File: src/rtl/mem_arbiter.sv
// mem_arbiter: arbitrates an instruction-fetch port (IFU) and a load/store
// port (LSU) onto a single memory port with one outstanding transaction.
// Default build: fixed priority, LSU always wins over IFU.
// Define MEM_ARB_RR_EN to get round-robin tie-breaking between the two.
module mem_arbiter #(
    parameter int ADDR_W = 32,
    parameter int DATA_W = 32
) (
    input  logic              clk,
    input  logic              rst,
    // instruction-fetch request / response (read only)
    input  logic              ifu_req_valid,
    output logic              ifu_req_ready,
    input  logic [ADDR_W-1:0] ifu_addr,
    output logic              ifu_resp_valid,
    output logic [DATA_W-1:0] ifu_rdata,
    // load/store request / response
    input  logic              lsu_req_valid,
    output logic              lsu_req_ready,
    input  logic [ADDR_W-1:0] lsu_addr,
    input  logic              lsu_wen,
    input  logic [DATA_W-1:0] lsu_wdata,
    input  logic [7:0]        lsu_wmask,
    output logic              lsu_resp_valid,
    output logic [DATA_W-1:0] lsu_rdata,
    // shared memory port
    output logic              mem_req_valid,
    input  logic              mem_req_ready,
    output logic [ADDR_W-1:0] mem_addr,
    output logic              mem_wen,
    output logic [DATA_W-1:0] mem_wdata,
    output logic [7:0]        mem_wmask,
    input  logic              mem_resp_valid,
    input  logic [DATA_W-1:0] mem_rdata
);

    typedef enum logic [1:0] {
        IDLE = 2'd0,
        REQ  = 2'd1,
        WAIT = 2'd2
    } state_t;

    state_t            state;
    logic              owner_lsu;   // 1: transaction belongs to LSU, 0: IFU
    logic [ADDR_W-1:0] addr_q;
    logic              wen_q;
    logic [DATA_W-1:0] wdata_q;
    logic [7:0]        wmask_q;
`ifdef MEM_ARB_RR_EN
    logic              rr_lsu;      // 1: LSU wins the next tie
`endif

    logic grant_lsu;
    logic grant_ifu;
    logic req_active;
    logic resp_fire;

    // Grant is decided every IDLE cycle from the current valids; nothing is granted in reset.
    always_comb begin
        // NOTE: every output of a combinational block gets a default first, so no path leaves it unassigned and no latch is inferred.
        grant_lsu = 1'b0;
        grant_ifu = 1'b0;
        if (state == IDLE && !rst) begin
`ifdef MEM_ARB_RR_EN
            if (lsu_req_valid && ifu_req_valid) begin
                grant_lsu = rr_lsu;
                grant_ifu = !rr_lsu;
            end else begin
                grant_lsu = lsu_req_valid;
                grant_ifu = ifu_req_valid;
            end
`else
            grant_lsu = lsu_req_valid;
            grant_ifu = ifu_req_valid && !lsu_req_valid;
`endif
        end
    end

    assign ifu_req_ready = grant_ifu;
    assign lsu_req_ready = grant_lsu;

    // Memory request fields are only visible while the request is being presented.
    assign req_active    = (state == REQ) && !rst;
    assign mem_req_valid = req_active;
    assign mem_addr      = req_active ? addr_q  : '0;
    assign mem_wen       = req_active ? wen_q   : 1'b0;
    assign mem_wdata     = req_active ? wdata_q : '0;
    assign mem_wmask     = req_active ? wmask_q : 8'h00;

    // A response is only meaningful while waiting for one; stray responses elsewhere are dropped.
    assign resp_fire      = (state == WAIT) && mem_resp_valid && !rst;
    assign ifu_resp_valid = resp_fire && !owner_lsu;
    assign lsu_resp_valid = resp_fire && owner_lsu;
    assign ifu_rdata      = ifu_resp_valid ? mem_rdata : '0;
    assign lsu_rdata      = lsu_resp_valid ? mem_rdata : '0;

    // Transaction FSM: capture on acceptance, present request, wait for response.
    always_ff @(posedge clk) begin
        // NOTE: state registers use non-blocking assignment so every flop samples pre-edge values.
        if (rst) begin
            state     <= IDLE;
            owner_lsu <= 1'b0;
            addr_q    <= '0;
            wen_q     <= 1'b0;
            wdata_q   <= '0;
            wmask_q   <= 8'h00;
`ifdef MEM_ARB_RR_EN
            rr_lsu    <= 1'b1;
`endif
        end else begin
            case (state)
                IDLE: begin
                    if (grant_lsu) begin
                        state     <= REQ;
                        owner_lsu <= 1'b1;
                        addr_q    <= lsu_addr;
                        wen_q     <= lsu_wen;
                        wdata_q   <= lsu_wdata;
                        wmask_q   <= lsu_wmask;
`ifdef MEM_ARB_RR_EN
                        rr_lsu    <= 1'b0;
`endif
                    end else if (grant_ifu) begin
                        state     <= REQ;
                        owner_lsu <= 1'b0;
                        addr_q    <= ifu_addr;
                        wen_q     <= 1'b0;
                        wdata_q   <= '0;
                        wmask_q   <= 8'h00;
`ifdef MEM_ARB_RR_EN
                        rr_lsu    <= 1'b1;
`endif
                    end
                end
                REQ: begin
                    if (mem_req_ready) state <= WAIT;
                end
                WAIT: begin
                    if (mem_resp_valid) state <= IDLE;
                end
                default: state <= IDLE;
            endcase
        end
    end

endmodule
File: config.mk
export PLATFORM = sky130hd
export DESIGN_NAME = mem_arbiter
export DESIGN_NICKNAME = d
export VERILOG_FILES = /design/src/rtl/mem_arbiter.sv
export SDC_FILE = /design/constraint.sdc
export NUM_CORES = 1
export LEC_CHECK = 0
export CAP_MARGIN = 15
export CORE_ASPECT_RATIO = 0.9
export CORE_MARGIN = 4
export CORE_UTILIZATION = 32
export DETAILED_ROUTE_END_ITERATION = 12
export GPL_ROUTABILITY_DRIVEN = 0
export PLACE_DENSITY = 0.79
export SYNTH_ARGS = -nofsm -noshare
export SYNTH_HDL_FRONTEND = slang
export SYNTH_SLANG_ARGS = --single-unit
export TNS_END_PERCENT = 50
File: constraint.sdc
create_clock -name clk -period 1.4 [get_ports clk]
set_input_delay 0.28 -clock clk [delete_from_list [all_inputs] [get_ports clk]]
set_output_delay 0.28 -clock clk [all_outputs]
set_load 0.05 [all_outputs]
Word level (Yosys, flattened, before mapping). Cells that the tools add are included.

ROM bits: 0. Register bits: 76. Memory bits (writable): 0. Memories kept: 0. Output and inout port bits: 142. Input port bits: 143. Latch bits: 0.

Add/sub/neg operators: 0. Bitwise logic cells: 0. Equality and inequality tests: 5. Order comparisons: 0. Mux-type cells: 22. Multiply operators: 0. Divide/modulo/power cells: 0. Reductions and logical operators: 14. Shift operators: 0.

Operators by type and width (number): two-way mux 32 bit (8); two-way mux 8 bit (3); two-way mux 2 bit (4); logical AND 1 bit (7); two-way mux 1 bit (6); case mux 2 bit (3 select lines) (1); != test 2 bit (second input constant) (2); zero test 1 bit (3); != test 3 bit (second input constant) (1); AND reduction 3 bit (1); == test 2 x 1 -> 1 bit (second input constant) (1); == test 2 bit (second input constant) (1); zero test 2 bit (1); AND reduction 2 bit (1); nonzero test 2 bit (1).

Longest topological paths before layout. Gate-level depths: netlist of run 1.

Depth in word-level cells: 6. Gate-level depth with buffers: 6. Mapped depth without buffers: 3.

Least setup slack after synthesis of run 1. No wires, ideal clock.

Path kind: in2out. Start: in rst. End: out mem_wdata[29]. Stages on the path: 4. Arrival time: 1.742 ns. Slack: -0.622 ns. Required time: 1.120 ns. Cells stage by stage: buf_2 > nor3b_2 > clkbuf_1 > and2_1.

Word-level cells in the longest chain between the ends: 3.

RTL lines: start: declaration (RTL line 10) `input logic rst,`; zero test 1 bit (RTL line 83) `assign req_active = (state == REQ) && !rst;`; logical AND 1 bit (RTL line 83); net mem_req_valid (RTL line 27) `output logic mem_req_valid,`; two-way mux 32 bit (RTL line 87) `assign mem_wdata = req_active ? wdata_q : '0;`; end: declaration (RTL line 31) `output logic [DATA_W-1:0] mem_wdata,`.

The timed path passes the listed nets, and every way through them passes these cells.

Worst setup path after layout of run 1.
Start: reg state[0]. End: out lsu_rdata[19].

Word-level cells in the longest chain between the ends: 5.

RTL lines: start: declaration (RTL line 43) `state_t state;`; start signal: assignment (RTL line 101) `state <= IDLE;`; start signal: assignment (RTL line 114) `state <= REQ;`; start signal: assignment (RTL line 124) `state <= REQ;`; == test 2 bit (RTL line 91) `assign resp_fire = (state == WAIT) && mem_resp_valid && !rst;`; logical AND 1 bit (2 in a row) (RTL line 91); logical AND 1 bit (RTL line 93) `assign lsu_resp_valid = resp_fire && owner_lsu;`; two-way mux 32 bit (RTL line 95) `assign lsu_rdata = lsu_resp_valid ? mem_rdata : '0;`; end: declaration (RTL line 25) `output logic [DATA_W-1:0] lsu_rdata,`.

Every way passes these cells.

==> results of run 1 <==
## sequential cells by signal, summed over array words and instances (netlist names)
signal and count:
addr_q 32, owner_lsu 1, state 2, wdata_q 32, wen_q 1, wmask_q 8
## kinds of logic after synthesis
kind of cell,count (synthesis),share of synthesized area
buffers and inverters,76,0.0928
DFF,76,0.388
AOI/OAI and AO/OA,108,0.239
and+or+nand+nor,188,0.281
## metrics by stage
step	utilization	setup TNS, ns	area [µm²]
global placement	0.734	-117.26	8830
finish	0.803	-71.83	9660
CTS	0.805	-72.56	9680
floorplan	-	-4.78	4330
global route	0.803	-83.19	9660
detailed placement	0.734	-120.50	8830
## power groups by stage
stage | sequential (mW) | combinational, mW | clock [mW]
after floorplan | 2.51 | 0.899 | 0
after global placement | 2.54 | 1.77 | 0
after detailed placement | 2.55 | 1.81 | 0
after CTS | 2.51 | 2.08 | 2.34
after global routing | 2.54 | 2.19 | 2.49
final | 2.52 | 2.08 | 2.32
## synthesized netlist by cell type (2+ instances only)
cell type / n
buf_1: 4
a221oi_1: 30
buf_4: 5
buf_2: 18
and2_1: 139
a22o_1: 41
and3b_1: 2
nor3_1: 3
nor3b_1: 3
nand2_1: 2
a21oi_1: 2
buf_6: 5
clkbuf_1: 13
dfxtp_1: 76
nor2b_1: 2
nor2_1: 33
inv_1: 31
o22a_1: 32
## cell type report
| type | count | area (µm²) | share of cell area |
|---|---|---|---|
| Inverter | 31 | 116 | 0.0120 |
| Multi-Input combinational cell | 296 | 2440 | 0.253 |
| Clock buffer | 11 | 233 | 0.0241 |
| Sequential cell | 76 | 1530 | 0.158 |
| Antenna cell | 2 | 5.00 | 0.000518 |
| Clock inverter | 5 | 61.3 | 0.00635 |
| Tap cell | 160 | 200 | 0.0207 |
| Timing Repair Buffer | 342 | 5070 | 0.525 |
## timing repair
item                                    in CTS  in global routing
buffers inserted                            14                  2
endpoints found under the setup margin     215                215
pin swaps                                   73                 40
gates cloned                                10                  2
hold buffers                                 0                  0
resized for setup                           54                  5
## critical path, delay by kind of cell (launching register included)
kind	cells	cell delay (ns)
buf+inv	3	0.40
flops	1	0.36
simple gates	3	0.58
## per-layer routing
metal	vias to the layer above	share of wire	routed length, µm
met5	-	0	0
met4	0	0.021	385
met3	20	0.060	1120
met2	187	0.55	10200
met1	2235	0.37	6900
li1	2163	-	-
## worst paths after layout
check,depth (start not counted),start,slack (ns),end
max reg2reg,7,state[0]$_SDFFE_PP0P_,-0.08,wdata_q[25]$_SDFFE_PP0P_
max,6,state[0]$_SDFFE_PP0P_,-0.55,lsu_rdata[19]
min,3,lsu_req_valid,0.28,owner_lsu$_SDFFE_PP0P_
min reg2reg,1,wdata_q[14]$_SDFFE_PP0P_,0.48,wdata_q[14]$_SDFFE_PP0P_
==> results_dict.tcl, run 1 <==
set metrics [dict create \
    internal-power_mw 4.97 \
    max-vdd-ir-drop_mv 0.733 \
    drc_errors 0 \
    synth_area_leaders "dfxtp_1, and2_1, a22o_1" \
    die_area_um2 14100 \
    fillers 685 \
    grt_antenna_before_repair 1 \
    synth_area_per_cell_um2 8.76 \
    p_seq_frac 0.364 \
    row_count 38 \
    place_ws_ns -0.711 \
    violations "negative setup slack" \
    syn_area_um2 3930 \
    cts_root_buf "clkbuf_16" \
    async_flop_share 0 \
    grt_pass1_vias 4914 \
    period_share 1.39 \
    total_power_mw 6.92 \
    start_kind "flop" \
    synthCells 448 \
    grt_max_degree 42 \
    htreeDepth 3 \
    die_w_um 125 \
    rsz0062_at_grt "true" \
    worst_pin_slew_ns 0.300 \
    hold_viol_final 0 \
    io_buffers 284 \
    finalWorstSetupSlack_ns -0.550 \
    fmax_mhz 513 \
    worstSetupPathType "flop to output port" \
    grt.met2_usage 0.478 \
    cpPeakStageDelay_ns 0.36 \
    drive_gt1_frac 0.481 \
    clk_pin_slew_worst_paths_ns 0.06 \
    yosysWarnings 0 \
    ioPinCount 285 \
    dieHeight_um 113 \
    synth_top_area_share 0.388 \
    max_cap_viol_count 0 \
    grt.total_usage 0.252 \
    top_usage_layer "met2" \
    slew_viol_final 0 \
    fin_cells 923 \
    cp_data_required_time_ns 1.12 \
    via_per_inst 4.99 \
    final_common_cell "buf_12" \
    use_met3 0.0562 \
    p_comb_frac 0.301 \
    crit_path_top_delay_cell "dfxtp_4" \
    run_status "finished with violations" \
    detail_route.iter0.violations 179 \
    syn2layout_area_growth_pct 146 \
    hold_ws_ns 0.279 \
    core-area_um2 12000 \
    ys.flop_type "dfxtp_1" \
    final_nets 899 \
    cts-buffers-inserted 9 \
    route.vias.total 4605 \
    setup_viol 209 \
    netSwitchingPower_mw 1.95 \
    postRouteAntennaNets 0 \
    insertion_delay_ns 0.33 \
    cts_tree "yes" \
    grt_pass1_wl_mm 28.7 \
    synth_nets 591 \
    cts_num_sinks 76 \
    firstDrtPassIters 4 \
    slew_headroom 0.800 \
    leakagePower_nw 4.20 \
    grt_overflow_total 0 \
    final_cell_mix "buf_12, and2_4, clkdlybuf4s50_1" \
    crit_path_max_fanout 8 \
    ys_seq_area_frac 0.388 \
    min_path_type "primary input to flop" \
    fin_skew_ns 0.00444 \
    power_density_nw_per_um2 717 \
    p_clk_frac 0.336 \
    grtUsageMet1 0.279 \
    hpwl_mm 13.0 \
    dp_cells 881 \
    p_sw_frac 0.282 \
    wire_per_inst_um 20.1 \
    arrival_ns 1.67 \
    min_period_ns 1.95 \
    worstPathCellList "nor3b_4 > and3_4 > buf_6 > buf_16 > and2_4 > buf_12" \
    synth_seq_cells 76 \
    synth_top_cell_by_area "dfxtp_1" \
    drt_wl_total_mm 18.6 \
    start_util 0.326 \
    yosysUniqueCellTypes 25 \
    clockBufferDepth 2 \
    synth-edff-count 0 \
    crit_path_end_kind "output port" \
]
Note: power is estimated with default switching activity, not from simulation.
==> run 2: changes to the inputs <==
--- a/config.mk
+++ b/config.mk
@@ -9,9 +9,11 @@
 export CORE_ASPECT_RATIO = 0.9
 export CORE_MARGIN = 4
 export CORE_UTILIZATION = 32
+export CTS_CLUSTER_SIZE = 12
 export DETAILED_ROUTE_END_ITERATION = 12
 export GPL_ROUTABILITY_DRIVEN = 0
 export PLACE_DENSITY = 0.79
+export SKIP_LAST_GASP = 1
 export SYNTH_ARGS = -nofsm -noshare
 export SYNTH_HDL_FRONTEND = slang
 export SYNTH_SLANG_ARGS = --single-unit
==> results_dict.tcl, run 2 (synthesis results as in run 1) <==
set metrics [dict create \
    slew_viol_final 0 \
    postRouteAntennaNets 0 \
    crit_path_top_delay_cell "dlygate4sd2_1" \
    min_path_type "primary input to flop" \
    max-vdd-ir-drop_mv 0.724 \
    worstSetupPathType "primary input to output port" \
    clockBufferDepth 2 \
    wire_per_inst_um 20.2 \
    die_w_um 125 \
    start_util 0.326 \
    rrSetupSlack_ns -0.17 \
    cpPeakStageDelay_ns 0.29 \
    htreeDepth 3 \
    hold_ws_ns 0.280 \
    cts-buffers-inserted 9 \
    min_period_ns 2.00 \
    ioPinCount 285 \
    grt_overflow_total 0 \
    grt_antenna_before_repair 0 \
    fin_tns_setup_ns -80.05 \
    cts_root_buf "clkbuf_16" \
    fin_skew_ns 0.00334 \
    fin_cells 919 \
    start_kind "primary input" \
    place_area_um2 8830 \
    final_cell_mix "buf_12, clkdlybuf4s50_1, and2_4" \
    run_status "finished with violations" \
    clk_pin_slew_worst_paths_ns 0.06 \
    worstPathCellList "dlygate4sd2_1 > buf_6 > nor3b_4 > buf_6 > buf_12 > buf_16 > and2_4 > buf_12" \
    syn2layout_area_growth_pct 145 \
    drc_errors 0 \
    detail_route.iter0.violations 145 \
    crit_path_max_fanout 7 \
    dp_cells 881 \
    grt_max_degree 42 \
    hpwl_mm 13.0 \
    row_count 38 \
    drive_gt1_frac 0.477 \
    insertion_delay_ns 0.33 \
    dieHeight_um 113 \
    arrival_ns 1.72 \
    route.vias.total 4659 \
    rr_startpoint "state[1]$_SDFFE_PP0P_" \
    via_per_inst 5.07 \
    place_ws_ns -0.711 \
    rsz0062_at_grt "true" \
    finalWorstSetupSlack_ns -0.596 \
    utilization 0.799 \
    max_cap_viol_count 0 \
    grt.total_usage 0.253 \
    reg.largest.list "addr_q: 32 flops, wdata_q: 32 flops, wmask_q: 8 flops" \
    grt_pass1_wl_mm 28.8 \
    hold_viol_final 0 \
    crit_path_end "mem_wdata[21]" \
    drt_wl_total_mm 18.6 \
    num_antenna_cells 0 \
    firstDrtPassIters 4 \
    violations "negative setup slack" \
    leakagePower_nw 4.17 \
    cp_data_required_time_ns 1.12 \
    reg2regPathDepth 6 \
    slew_headroom 0.735 \
    fmax_mhz 501 \
    cts_num_sinks 76 \
    worstReg2RegEnd "wdata_q[0]$_SDFFE_PP0P_" \
    core-area_um2 12000 \
    total_power_mw 6.88 \
    io_buffers 284 \
    die_area_um2 14100 \
    final_nets 897 \
    period_share 1.43 \
    worstSetupStartpoint "rst" \
    setup_viol 216 \
    final_common_cell "buf_12" \
    grt_pass1_vias 4957 \
    power_density_nw_per_um2 716 \
    cts_tree "yes" \
    worst_pin_slew_ns 0.396 \
    stdcell_area_um2 9610 \
    crit_path_end_kind "output port" \
]
## run 2: worst min path at each step
stage                                  from                       to  slack [ns]  cells past startpoint
finish                        lsu_req_valid   owner_lsu$_SDFFE_PP0P_        0.28                      3
global route                  lsu_req_valid   owner_lsu$_SDFFE_PP0P_        0.30                      3
CTS                           lsu_req_valid   owner_lsu$_SDFFE_PP0P_        0.25                      3
detailed placement       wen_q$_SDFFE_PP0P_       wen_q$_SDFFE_PP0P_        0.45                      1
global placement    wmask_q[7]$_SDFFE_PP0P_  wmask_q[7]$_SDFFE_PP0P_        0.45                      1
floorplan                      lsu_wdata[0]  wdata_q[0]$_SDFFE_PP0P_        0.41                      1
## run 2: power breakdown
part,total (mW),internal (mW),switching [mW]
Sequential,2.52,2.38,0.133
Combinational,2.05,1.17,0.875
Clock,2.32,1.39,0.926
Total,6.88,4.94,1.93
## run 2: area by class of cell
class                           count  area (µm²)
Clock buffer                       11         233
Clock inverter                      5        61.3
Fill cell                         683        2420
Inverter                           31         116
Multi-Input combinational cell    296        2430
Sequential cell                    76        1530
Tap cell                          160         200
Timing Repair Buffer              340        5040
## run 2: routing by layer
layer  global-route usage  share of wire  vias to the layer above
met4               0.0818          0.028                        0
met3               0.0585          0.065                       37
met2                0.478           0.54                      218
li1                     -              -                     2153
met5                    0              0                        -
met1                0.281           0.37                     2251
## run 2: worst max-delay path: cells and delay by family
| kind | cells | cell delay (ns) |
|---|---|---|
| buf+inv | 6 | 1.00 |
| simple gates | 2 | 0.42 |
## run 2: what timing repair did
action / 4_1_cts / 5_1_grt
gates resized for setup: 32 / 21
endpoints found under the setup margin: 215 / 217
pin swaps: 38 / 17
setup buffers: 14 / 2
hold buffers: 0 / 0
gates cloned: 10 / 2
